### src/rtl/mips_muldiv.sv
// Iterative multiply/divide unit with private HI/LO registers and start/busy/done handshake.
// Define MULDIV_FAST_MUL_EN for a single-cycle combinational multiply; divide stays iterative.
module mips_muldiv #(
  parameter int unsigned WIDTH = 32
) (
  input  logic             clk,
  input  logic             reset,
  input  logic             start,
  input  logic [2:0]       op,
  input  logic [WIDTH-1:0] src_a,
  input  logic [WIDTH-1:0] src_b,
  output logic             busy,
  output logic             done,
  output logic [WIDTH-1:0] hi,
  output logic [WIDTH-1:0] lo
);

  localparam int unsigned CW = $clog2(WIDTH);
  localparam int unsigned PW = 2 * WIDTH;

  typedef enum logic [1:0] {S_IDLE, S_RUN, S_FINISH} state_t;

  state_t           r_state, w_state_nxt;
  logic [CW-1:0]    r_cnt;
  logic             r_busy, r_done, r_is_div, r_neg_q, r_neg_r, r_dz;
  logic [WIDTH-1:0] r_hi, r_lo, r_opb, r_acc_hi, r_acc_lo, r_a_orig;

  logic             w_accept, w_mt, w_sa, w_sb;
  logic [WIDTH-1:0] w_ma, w_mb, w_q, w_r;
  logic [WIDTH:0]   w_mul_sum, w_div_sh, w_div_diff;
  logic [PW-1:0]    w_prod, w_prod_fix;

  assign busy = r_busy;
  assign done = r_done;
  assign hi   = r_hi;
  assign lo   = r_lo;

  // op[2]=0: mul/div, op[1]: divide, op[0]: signed (or LO select for MTHI/MTLO)
  assign w_accept = start & (r_state == S_IDLE) & ~op[2];
  assign w_mt     = start & (r_state == S_IDLE) & (op[2:1] == 2'b10);

  always_comb begin
    w_sa       = op[0] & src_a[WIDTH-1];
    w_sb       = op[0] & src_b[WIDTH-1];
    w_ma       = w_sa ? (~src_a + WIDTH'(1)) : src_a;
    w_mb       = w_sb ? (~src_b + WIDTH'(1)) : src_b;
    w_mul_sum  = {1'b0, r_acc_hi} + {1'b0, (r_acc_lo[0] ? r_opb : {WIDTH{1'b0}})};
    w_div_sh   = {r_acc_hi, r_acc_lo[WIDTH-1]};
    w_div_diff = w_div_sh - {1'b0, r_opb};
    w_prod     = {r_acc_hi, r_acc_lo};
    w_prod_fix = r_neg_q ? (~w_prod + PW'(1)) : w_prod;
    w_q        = r_neg_q ? (~r_acc_lo + WIDTH'(1)) : r_acc_lo;
    w_r        = r_neg_r ? (~r_acc_hi + WIDTH'(1)) : r_acc_hi;
  end

`ifdef MULDIV_FAST_MUL_EN
  logic [PW-1:0] w_fast;
  assign w_fast = PW'(w_ma) * PW'(w_mb);
`endif

  always_ff @(posedge clk or posedge reset) begin
    if (reset) r_state <= S_IDLE;
    else       r_state <= w_state_nxt;
  end

  always_comb begin
    w_state_nxt = r_state;
    case (r_state)
      S_IDLE: begin
        if (w_accept) begin
`ifdef MULDIV_FAST_MUL_EN
          w_state_nxt = op[1] ? S_RUN : S_FINISH;
`else
          w_state_nxt = S_RUN;
`endif
        end
      end
      S_RUN:    if (r_cnt == '0) w_state_nxt = S_FINISH;
      S_FINISH: w_state_nxt = S_IDLE;
      default:  w_state_nxt = S_IDLE;
    endcase
  end

  // Working registers, HI/LO and handshake outputs
  always_ff @(posedge clk or posedge reset) begin
    if (reset) begin
      r_cnt    <= '0;
      r_busy   <= 1'b0;
      r_done   <= 1'b0;
      r_is_div <= 1'b0;
      r_neg_q  <= 1'b0;
      r_neg_r  <= 1'b0;
      r_dz     <= 1'b0;
      r_hi     <= '0;
      r_lo     <= '0;
      r_opb    <= '0;
      r_acc_hi <= '0;
      r_acc_lo <= '0;
      r_a_orig <= '0;
    end else begin
      r_done <= 1'b0;
      case (r_state)
        S_IDLE: begin
          if (w_mt) begin
            if (op[0]) r_lo <= src_a;
            else       r_hi <= src_a;
          end
          if (w_accept) begin
            r_busy   <= 1'b1;
            r_opb    <= w_mb;
            r_acc_hi <= '0;
            r_acc_lo <= w_ma;
            r_cnt    <= CW'(WIDTH - 1);
            r_is_div <= op[1];
            r_neg_q  <= w_sa ^ w_sb;
            r_neg_r  <= w_sa;
            r_dz     <= op[1] & (src_b == '0);
            r_a_orig <= src_a;
`ifdef MULDIV_FAST_MUL_EN
            if (!op[1]) begin
              r_acc_hi <= w_fast[PW-1:WIDTH];
              r_acc_lo <= w_fast[WIDTH-1:0];
            end
`endif
          end
        end
        S_RUN: begin
          r_cnt <= r_cnt - CW'(1);
          if (r_is_div) begin
            // Restoring step: keep the difference only when it did not borrow
            if (!w_div_diff[WIDTH]) begin
              r_acc_hi <= w_div_diff[WIDTH-1:0];
              r_acc_lo <= {r_acc_lo[WIDTH-2:0], 1'b1};
            end else begin
              r_acc_hi <= w_div_sh[WIDTH-1:0];
              r_acc_lo <= {r_acc_lo[WIDTH-2:0], 1'b0};
            end
          end else begin
            r_acc_hi <= w_mul_sum[WIDTH:1];
            r_acc_lo <= {w_mul_sum[0], r_acc_lo[WIDTH-1:1]};
          end
        end
        S_FINISH: begin
          r_busy <= 1'b0;
          r_done <= 1'b1;
          if (r_is_div) begin
            if (r_dz) begin
              r_hi <= r_a_orig;
              r_lo <= '1;
            end else begin
              r_hi <= w_r;
              r_lo <= w_q;
            end
          end else begin
            r_hi <= w_prod_fix[PW-1:WIDTH];
            r_lo <= w_prod_fix[WIDTH-1:0];
          end
        end
        default: ;
      endcase
    end
  end

endmodule

### config.mk
export PLATFORM = sky130hd
export DESIGN_NAME = mips_muldiv
export DESIGN_NICKNAME = d
export VERILOG_FILES = /design/src/rtl/mips_muldiv.sv
export SDC_FILE = /design/constraint.sdc
export NUM_CORES = 1
export LEC_CHECK = 0
export ABC_CLOCK_PERIOD_IN_PS = 15700
export BUFFER_PORTS_ARGS = -buffer_cell sky130_fd_sc_hd__clkbuf_2
export CAP_MARGIN = 40
export CORE_MARGIN = 1.5
export CORE_UTILIZATION = 55
export CTS_CLUSTER_DIAMETER = 30
export DETAILED_ROUTE_END_ITERATION = 10
export PLACE_DENSITY = 0.74
export SKIP_LAST_GASP = 1
export SLEW_MARGIN = 20
export SYNTH_ARGS = -nofsm -noshare
export SYNTH_HDL_FRONTEND = slang
export SYNTH_SLANG_ARGS = --single-unit
### constraint.sdc
create_clock -name clk -period 15.7 [get_ports clk]
set_input_delay 2.355 -clock clk [delete_from_list [all_inputs] [get_ports clk]]
set_output_delay 2.355 -clock clk [all_outputs]
set_load 0.005 [all_outputs]
**After elaboration in Yosys (flattened, before gate mapping)**

Cells that the tools add are included.

- Register bits: 205
- Bits of input ports: 70
- Output and inout bits: 66
- Word-level logic and storage cells: 86

- Add/sub/neg operators: 8
- Equality and inequality tests: 8
- Muxes and demuxes: 32
- Bitwise operators: 13
- Reduce and logical (&&, ||, !) cells: 11

Operator list:

| kind | count |
|---|---|
| $mux 32 | 18 |
| $pmux 32 s2 | 4 |
| $add 32x1->32 const B | 4 |
| $not 32->32 | 4 |
| $add 64x1->64 const B | 1 |
| $mux 64 | 1 |
| $not 64->64 | 1 |
| $add 32x32->33 | 1 |
| $sub 33x32->33 | 1 |
| $logic_not 32->1 | 1 |
| $ne 2x2->1 const B | 5 |
| $pmux 5 s2 | 1 |
| $reduce_and 2->1 | 4 |
| $and 1x1->1 | 6 |
| $reduce_and 3->1 | 2 |
| $logic_not 5->1 | 1 |
| $mux 5 | 1 |
| $sub 5x1->5 const B | 1 |
| $eq 2x2->1 const B | 2 |
| $mux 2 | 2 |
| $pmux 2 s2 | 1 |
| $reduce_bool 2->1 | 2 |
| $mux 1 | 3 |
| $eq 2x1->1 const B | 1 |
| other kinds (4) | 4 |

**Longest topological paths before layout**

Gate-level depths: netlist of the first run.

- Depth after elaboration: 6
- Mapped depth: 14
- Mapped depth without buffers: 13

**Worst setup path before layout of the first run**

Ideal clock, no wire load.

- Path type: input -> register
- Start: input src_b[11]
- End: register r_opb[31]
- Library setup time: 83 ps
- Data arrival time: 4459 ps
- Data required time: 15617 ps
- Slack: 11158 ps
- Cell stages on the path: 9
- Path buffers: 0
- Path through: or4_1 nor4_2 nand3_1 nor4_1 nand2_1 or4_1 o21ai_0 nand3_1 o21ai_0

- Word-level cells in the longest chain between the ends: 3

RTL lines:

| item | RTL line | source |
|---|---|---|
| start, declared | 11 | `input logic [WIDTH-1:0] src_b,` |
| $not 32->32 | 46 | `w_mb = w_sb ? (~src_b + WIDTH'(1)) : src_b;` |
| $add 32x1->32 | 46 |  |
| $mux 32 | 46 |  |
| end signal, assigned | 110 | `r_opb <= w_mb;` |
| end, declared | 26 | `logic [WIDTH-1:0] r_hi, r_lo, r_opb, r_acc_hi, r_acc_lo, r_a_orig;` |

Every way passes these cells.
A chain may end at the register's enable or synchronous reset.

**Final worst setup path of the first run**

- Start: input src_b[11]
- End: register r_opb[29]

The elaborated chain is that of the path after synthesis.

==> summary.md, run 1 <==
| Metric | Value |
|---|---|
| Status | `completed` |
| DR vias | `16365` |
| Peak supply drop | `126 uV` |
| DRC violation count after routing | `0` |
| Synth Register Bits | `205` |
| Leakage Power | `0.00835 uW` |
| Total grt overflow | `0` |
| DR vias/cell | `6.32` |
| Clock Tree Root | `clkbuf_16` |
| Post-Syn Instances | `2097` |
| Hpwl dp | `37400 um` |
| H-tree depth | `2` |
| Final hold violations | `0` |
| Finished Layout Cells | `2590` |
| Psw | `2330 uW` |
| Hold_sp | `r_opb[20]$_DFFE_PP0P_` |
| Layout Nets | `2300` |
| Global-route wire length before repair | `84900 um` |
| Final setup viols | `0` |
| Number of cells on the critical path | `10` |
| Number of library cell types mapped by synthesis | `76` |
| Num ports | `136` |
| R2R depth | `13` |
| Sequential power share | `0.232` |
| CP endpoint kind | `flip-flop` |
| Int Power | `2700 uW` |
| Yosys top cell by area | `dfrtp_1` |
| CTS sink count | `205` |
| Ys flop type | `dfrtp_1` |
| Hold Crit Class | `flip-flop to flip-flop` |
| Cts repair resizes | `0` |
| Setup crit start | `src_b[11]` |
| Clk pwr share | `0.228` |
| WL/cell | `20.5 um` |
| Synth cell count leaders | `362 x nand2_1, 205 x dfrtp_1, 195 x o21ai_0, 130 x nor2_1, 129 x clkbuf_1` |
| Minimum clock period | `4.53 ns` |
| Hold depth | `2` |
| Clock Tree Buf Depth | `3` |
| Setup TNS | `0 ns` |
| CP Cell Sequence | `clkbuf_2, or4_1, nor4_2, nand3_1, nor4_1, nand2_1, nor4_1, a21oi_1, xnor2_1, o21ai_0` |
| Worst Tran Pin Value | `0.841 ns` |
| Largest net degree at the start of global routing | `79` |
| Final Max Tran Viols | `0` |
| Worst Skew | `0.0304 ns` |
| Top cell by count, worst path | `nor4_1` |
| Pwr Density | `260 nW/um2` |
| CP required | `16.18 ns` |
| CP delay by family, top | `simple AND/OR/NAND/NOR gates` |
| Layout area overhead | `17.1%` |
| Fill cells | `2578` |
| Diodes inserted | `0` |
| Number of global-route vias before repair | `15609` |
| Area of the core | `29600 um2` |
| FF-to-FF Start | `r_acc_lo[31]$_DFFE_PP0P_` |
| Post-synth top area share | `0.311` |
| Ys Warns | `0` |
| GRT Util Overall | `0.344` |
| TritonRoute pass-1 iters | `6` |
| Max Cap Violations | `0` |
| CP Data Arrival Time | `5.01 ns` |
| Unrepaired setup endpoints after global routing | `no` |
| CP max FO | `4` |
| Worst path max stage delay | `0.61 ns` |
| Share of layout cells above drive strength 1 | `0.130` |
| Initial antenna violation count | `0` |
| Die W | `176 um` |
| Register area | `5130 um2` |
| IO buf count | `135` |
| Synth top area cells | `dfrtp_1 31%, nand2_1 8.2%, o21ai_0 5.9%, mux2i_1 5.5%, ha_1 5.3%` |
| Sequential area share after synthesis | `0.311` |
| Initial Utilization | `0.558` |
| # rows | `63` |
| Final Cycle Share | `0.288` |
| Die height | `176 um` |
| Antenna viol nets, final | `0` |
| Final Total Pwr | `5020 uW` |
| Buf/Inv on CP | `1` |
| TritonCTS buffer count | `51` |
| Crit Path Class | `primary input to flip-flop` |
| Clock-pin slew on the worst setup and hold paths | `0.05 ns` |
| Sw Ratio | `0.463` |
| Most frequent cell after synthesis | `nand2_1` |
| RD Place Congestion | `0.939` |
| Die Footprint | `31000 um2` |
| TritonCTS clock tree | `yes` |
| Setup crit start kind | `primary input` |
| Synthesized cell area | `16500 um2` |
| Initial DRC Count | `1529` |
| Number of synthesized flops with an enable pin | `0` |
| Post-synthesis average cell area | `7.87 um2` |
| Post-synth ARST share | `1.00` |
| Total Routed Length | `53100 um` |
| Post-CTS setup buffers | `0` |
| Clock latency on the worst-skew pair | `0.58 ns` |
| Placed Cells incl. Taps | `2493` |
| Hold-fix buffers, CTS | `0` |
| Rel. slew slack | `0.434` |
| Slowest stage cell, crit path | `or4_1` |
| Multi-input logic area | `10600 um2` |
| Upper clock frequency limit | `221 MHz` |
| Syn Nets | `2239` |
| Combinational fraction of design power | `0.540` |
## state kept, by name (all words and copies together) (netlist names), 2 cells and up
signal and cells:
r_a_orig 32, r_opb 32, lo 32, r_state 2, r_acc_hi 32, hi 32
r_acc_lo 32, r_cnt 5
## final cells by class
cell class,count,area share
inverters,69,0.0138
repair buffers,161,0.0505
flip-flops and latches,205,0.266
clock inverters,36,0.0268
well taps,390,0.0253
clock buffers,59,0.0713
multi-input cells,1670,0.546
## per-stage QoR
stage | area [um2] | utilization | setup WS, ns | hold slack (ns)
6_report | 19300 | 0.653 | 11.17 | 0.474
4_1_cts | 19300 | 0.652 | 11.19 | 0.480
2_1_floorplan | 16500 | - | 7.75 | 0.440
3_3_place_gp | 17200 | 0.583 | 10.65 | 0.455
3_5_place_dp | 17400 | 0.588 | 10.60 | 0.463
5_1_grt | 19300 | 0.653 | 10.82 | 0.492
## power by group through the flow
stage / clock network [uW] / registers, uW / logic [uW]
3_5_place_dp: 0 / 1150 / 2650
2_1_floorplan: 0 / 960 / 2120
6_report: 1150 / 1160 / 2710
5_1_grt: 1180 / 1190 / 3020
3_3_place_gp: 0 / 1140 / 2580
4_1_cts: 1150 / 1150 / 2680
## worst register-to-register path, delay by kind of cell (launching register included)
kind / cells / cell delay [ns]
flip-flops: 1 / 0.50
adder cells (fa/ha/maj): 2 / 0.64
AO/OA/AOI/OAI: 7 / 1.87
multiplexers: 1 / 0.32
AND/OR/NAND/NOR: 1 / 0.20
buffers and inverters: 2 / 0.68
## layout by cell type (no fill, tap or decap), drive strengths merged, types with 47 or more instances in the layout
cell type,synthesis,final
xor2,79,79
xnor2,79,79
inv,67,73
dfrtp,205,205
mux2i,90,90
o21ai,203,203
o211ai,56,56
a21oi,115,115
nor2,130,130
nand2,362,362
ha,70,70
nor3,47,47
clkbuf,130,195
## path summary, 6_finish.rpt
kind,endpoint,slack (ns)
setup reg to reg,r_acc_hi[3]$_DFFE_PP0P_,11.35
hold / removal,r_opb[20]$_DFFE_PP0P_,0.47
max in group asynchronous,r_is_div$_DFFE_PP0P_,12.75
min in group asynchronous,hi[12]$_DFFE_PP0P_,1.83
setup / recovery,r_opb[29]$_DFFE_PP0P_,11.17
hold reg to reg,r_opb[20]$_DFFE_PP0P_,0.47
## logic make-up after synthesis
family	Yosys count	share of synthesized area
AOI/OAI and AO/OA	620	0.241
xor gates and xnor gates	158	0.0839
adders and majority gates	72	0.0555
buffers and inverters	222	0.0518
DFF	205	0.311
muxes	92	0.0560
and+or+nand+nor	728	0.201
## per-layer routing
layer,up-vias,part of all wire,global-route usage
li1,7687,-,-
met1,7758,0.41,0.442
met2,758,0.46,0.555
met3,162,0.076,0.0573
met4,0,0.056,0.186
met5,-,0,0
Power figures use the tool's default switching activity.
==> run 2, diff against run 1 <==
--- a/config.mk
+++ b/config.mk
@@ -5,14 +5,14 @@
 export SDC_FILE = /design/constraint.sdc
 export NUM_CORES = 1
 export LEC_CHECK = 0
-export ABC_CLOCK_PERIOD_IN_PS = 15700
+export ABC_CLOCK_PERIOD_IN_PS = 4000
 export BUFFER_PORTS_ARGS = -buffer_cell sky130_fd_sc_hd__clkbuf_2
 export CAP_MARGIN = 40
 export CORE_MARGIN = 1.5
 export CORE_UTILIZATION = 55
 export CTS_CLUSTER_DIAMETER = 30
 export DETAILED_ROUTE_END_ITERATION = 10
-export PLACE_DENSITY = 0.74
+export PLACE_DENSITY = 0.77
 export SKIP_LAST_GASP = 1
 export SLEW_MARGIN = 20
 export SYNTH_ARGS = -nofsm -noshare
==> constraint.sdc (replaced) <==
create_clock -name clk -period 4 [get_ports clk]
set_input_delay 0.6 -clock clk [delete_from_list [all_inputs] [get_ports clk]]
set_output_delay 0.6 -clock clk [all_outputs]
set_load 0.005 [all_outputs]
==> summary.md, run 2 (same netlist as run 1, synthesis figures left out) <==
| Metric | Value |
|---|---|
| Status | `completed` |
| Final Total Pwr | `19900 uW (+300%)` |
| RD Place Congestion | `0.998 (+6.3%)` |
| Global-route wire length before repair | `86900 um (+2.4%)` |
| Hold Crit Class | `primary input to flip-flop` |
| Sequential power share | `0.208 (-0.024)` |
| # rows | `63 (unchanged)` |
| Most frequent cells in the layout | `362 x nand2_1, 204 x dfrtp_1, 195 x o21ai_0` |
| Final Cycle Share | `0.944` |
| CP required | `4.47 ns (-11.71 ns)` |
| TritonCTS clock tree | `yes` |
| TritonRoute pass-1 iters | `6 (unchanged)` |
| Combinational fraction of design power | `0.579 (+0.039)` |
| CTS sink count | `205 (unchanged)` |
| CP Data Arrival Time | `4.25 ns (-0.76 ns)` |
| Final hold violations | `0 (unchanged)` |
| Clock Tree Buf Depth | `3 (unchanged)` |
| Total Routed Length | `54500 um (+2.6%)` |
| Setup TNS | `0 ns (unchanged)` |
| IO buf count | `135 (unchanged)` |
| Layout area overhead | `18.4%` |
| Layout Nets | `2340 (+1.7%)` |
| Int Power | `10600 uW (+290%)` |
| Initial antenna violation count | `1 (+1)` |
| DRC violation count after routing | `0 (unchanged)` |
| CP endpoint kind | `flip-flop` |
| Antenna viol nets, final | `0 (unchanged)` |
| Die height | `176 um (unchanged)` |
| Worst Skew | `0.0385 ns (+0.00807 ns)` |
| DR vias/cell | `6.39 (+1.1%)` |
| Die W | `176 um (unchanged)` |
| Num ports | `136 (unchanged)` |
| Rel. slew slack | `0.455 (+0.0211)` |
| Share of layout cells above drive strength 1 | `0.143 (+0.0127)` |
| DR vias | `16818 (+2.8%)` |
| Total grt overflow | `0 (unchanged)` |
| Final Max Tran Viols | `0 (unchanged)` |
| Post-CTS setup buffers | `0 (unchanged)` |
| WL/cell | `20.7 um (+0.92%)` |
| Die Footprint | `31000 um2 (unchanged)` |
| Setup crit start kind | `flip-flop` |
| H-tree depth | `2 (unchanged)` |
| Pwr Density | `1020 nW/um2 (+290%)` |
| TritonCTS buffer count | `53 (+3.9%)` |
| Clk pwr share | `0.213 (-0.015)` |
| Clock latency on the worst-skew pair | `0.59 ns (about the same)` |
| Commonest non-fill, non-tap cell in the layout | `nand2_1` |
| Area of the core | `29600 um2 (unchanged)` |
| Sw Ratio | `0.467 (+0.00413)` |
| Max Cap Violations | `0 (unchanged)` |
| Peak supply drop | `537 uV (+330%)` |
| Initial Utilization | `0.558 (unchanged)` |
| CP max FO | `12 (+8)` |
| Minimum clock period | `3.78 ns` |
| Hpwl dp | `38700 um (+3.5%)` |
| Multi-input logic area | `10500 um2 (about the same)` |
| Fill cells | `2498 (-3.1%)` |
| Number of global-route vias before repair | `15962 (+2.3%)` |
| GRT Util Overall | `0.351 (+0.00649)` |
| Finished Layout Cells | `2633 (+1.7%)` |
| Worst Tran Pin Value | `0.816 ns (-0.0256 ns)` |
| Clock-pin slew on the worst setup and hold paths | `0.04 ns (about the same)` |
| Fin util | `0.660 (+0.00732)` |
| Final hold slack | `0.320 ns (-0.153 ns)` |
| Initial DRC Count | `1610 (+5.3%)` |
| Register area | `5130 um2 (unchanged)` |
| Placed Cells incl. Taps | `2532 (+1.6%)` |
| Final setup viols | `0 (unchanged)` |
| Clock Tree Root | `clkbuf_16` |
| Unrepaired setup endpoints after global routing | `no` |
| Psw | `9310 uW (+300%)` |
| Crit Path Class | `flip-flop to flip-flop` |
| Upper clock frequency limit | `265 MHz` |
| Largest net degree at the start of global routing | `102 (+29%)` |
| Leakage Power | `0.00849 uW (+1.6%)` |
[run 2: cell types whose count changed in the layout (fill, tap and decap cells not counted), sizes merged]
cell / delta
clkinvlp: +5
buf: +38
diode: +1
clkbuf: +7
dlygate4sd3: +1
clkinv: -5
inv: +1
bufinv: -5
[run 2: worst max-delay path: stages, from the launching register on]
cell	delay [ns]
dfrtp_1	0.47
inv_1	0.38
nor2_1	0.10
ha_1	0.42
nand3_1	0.15
or2_2	0.30
and3_1	0.18
a2111oi_1	0.39
buf_4	0.19
o22ai_1	0.14
o21ai_1	0.25
a31oi_1	0.17
o21a_1	0.21
o41ai_1	0.30
[run 2: worst paths after layout]
| path | cells after the start | from | slack (ns) | endpoint |
|---|---|---|---|---|
| worst max-delay path | 13 | r_acc_lo[0]$_DFFE_PP0P_ | 0.22 | r_acc_hi[31]$_DFFE_PP0P_ |
| worst min-delay path | 3 | src_b[1] | 0.32 | r_opb[1]$_DFFE_PP0P_ |
| worst max register to register | 13 | r_acc_lo[0]$_DFFE_PP0P_ | 0.22 | r_acc_hi[31]$_DFFE_PP0P_ |
| worst min register to register | 2 | busy$_DFFE_PP0P_ | 0.47 | busy$_DFFE_PP0P_ |
| max in group asynchronous | 5 | reset | 2.52 | lo[5]$_DFFE_PP0P_ |
| min in group asynchronous | 3 | reset | 0.55 | hi[11]$_DFFE_PP0P_ |
[run 2: routing by layer]
metal  GRT usage  up-vias  share of wire
met5           0        -              0
met4       0.194        0          0.058
met3      0.0538      164          0.076
met2       0.560      791           0.46
met1       0.456     8104           0.41
li1            -     7759              -
[run 2: stage by stage]
stage | cell area (um2) | setup WS [ns]
after floorplan | 16500 | 0.723
after global placement | 17600 | 0.328
after detailed placement | 17700 | 0.197
after CTS | 19500 | 0.191
after global routing | 19500 | 0.00370
final | 19500 | 0.223
[run 2: area by class of cell]
cell class | instances | share of cell area
antenna | 1 | 0.000128
inverter | 69 | 0.0135
timing repair buffer | 199 | 0.0659
multi-input combinational | 1670 | 0.540
sequential | 205 | 0.263
clock inverter | 32 | 0.0186
tap | 390 | 0.0250
clock buffer | 67 | 0.0737
[run 2: timing repair]
item | in CTS | in global routing
hold buffers | 1 | 0
endpoints found under the hold margin | 9 | 0
resized for setup | 0 | 1
setup endpoints to repair | 0 | 2
[run 2: power groups by stage]
stage	sequential, uW	clock (uW)	combinational, uW
finish	4150	4230	11500
global route	4260	4380	12700
CTS	4100	4270	11300
detailed placement	4110	0	11300
global placement	4070	0	11000
floorplan	3770	0	8310
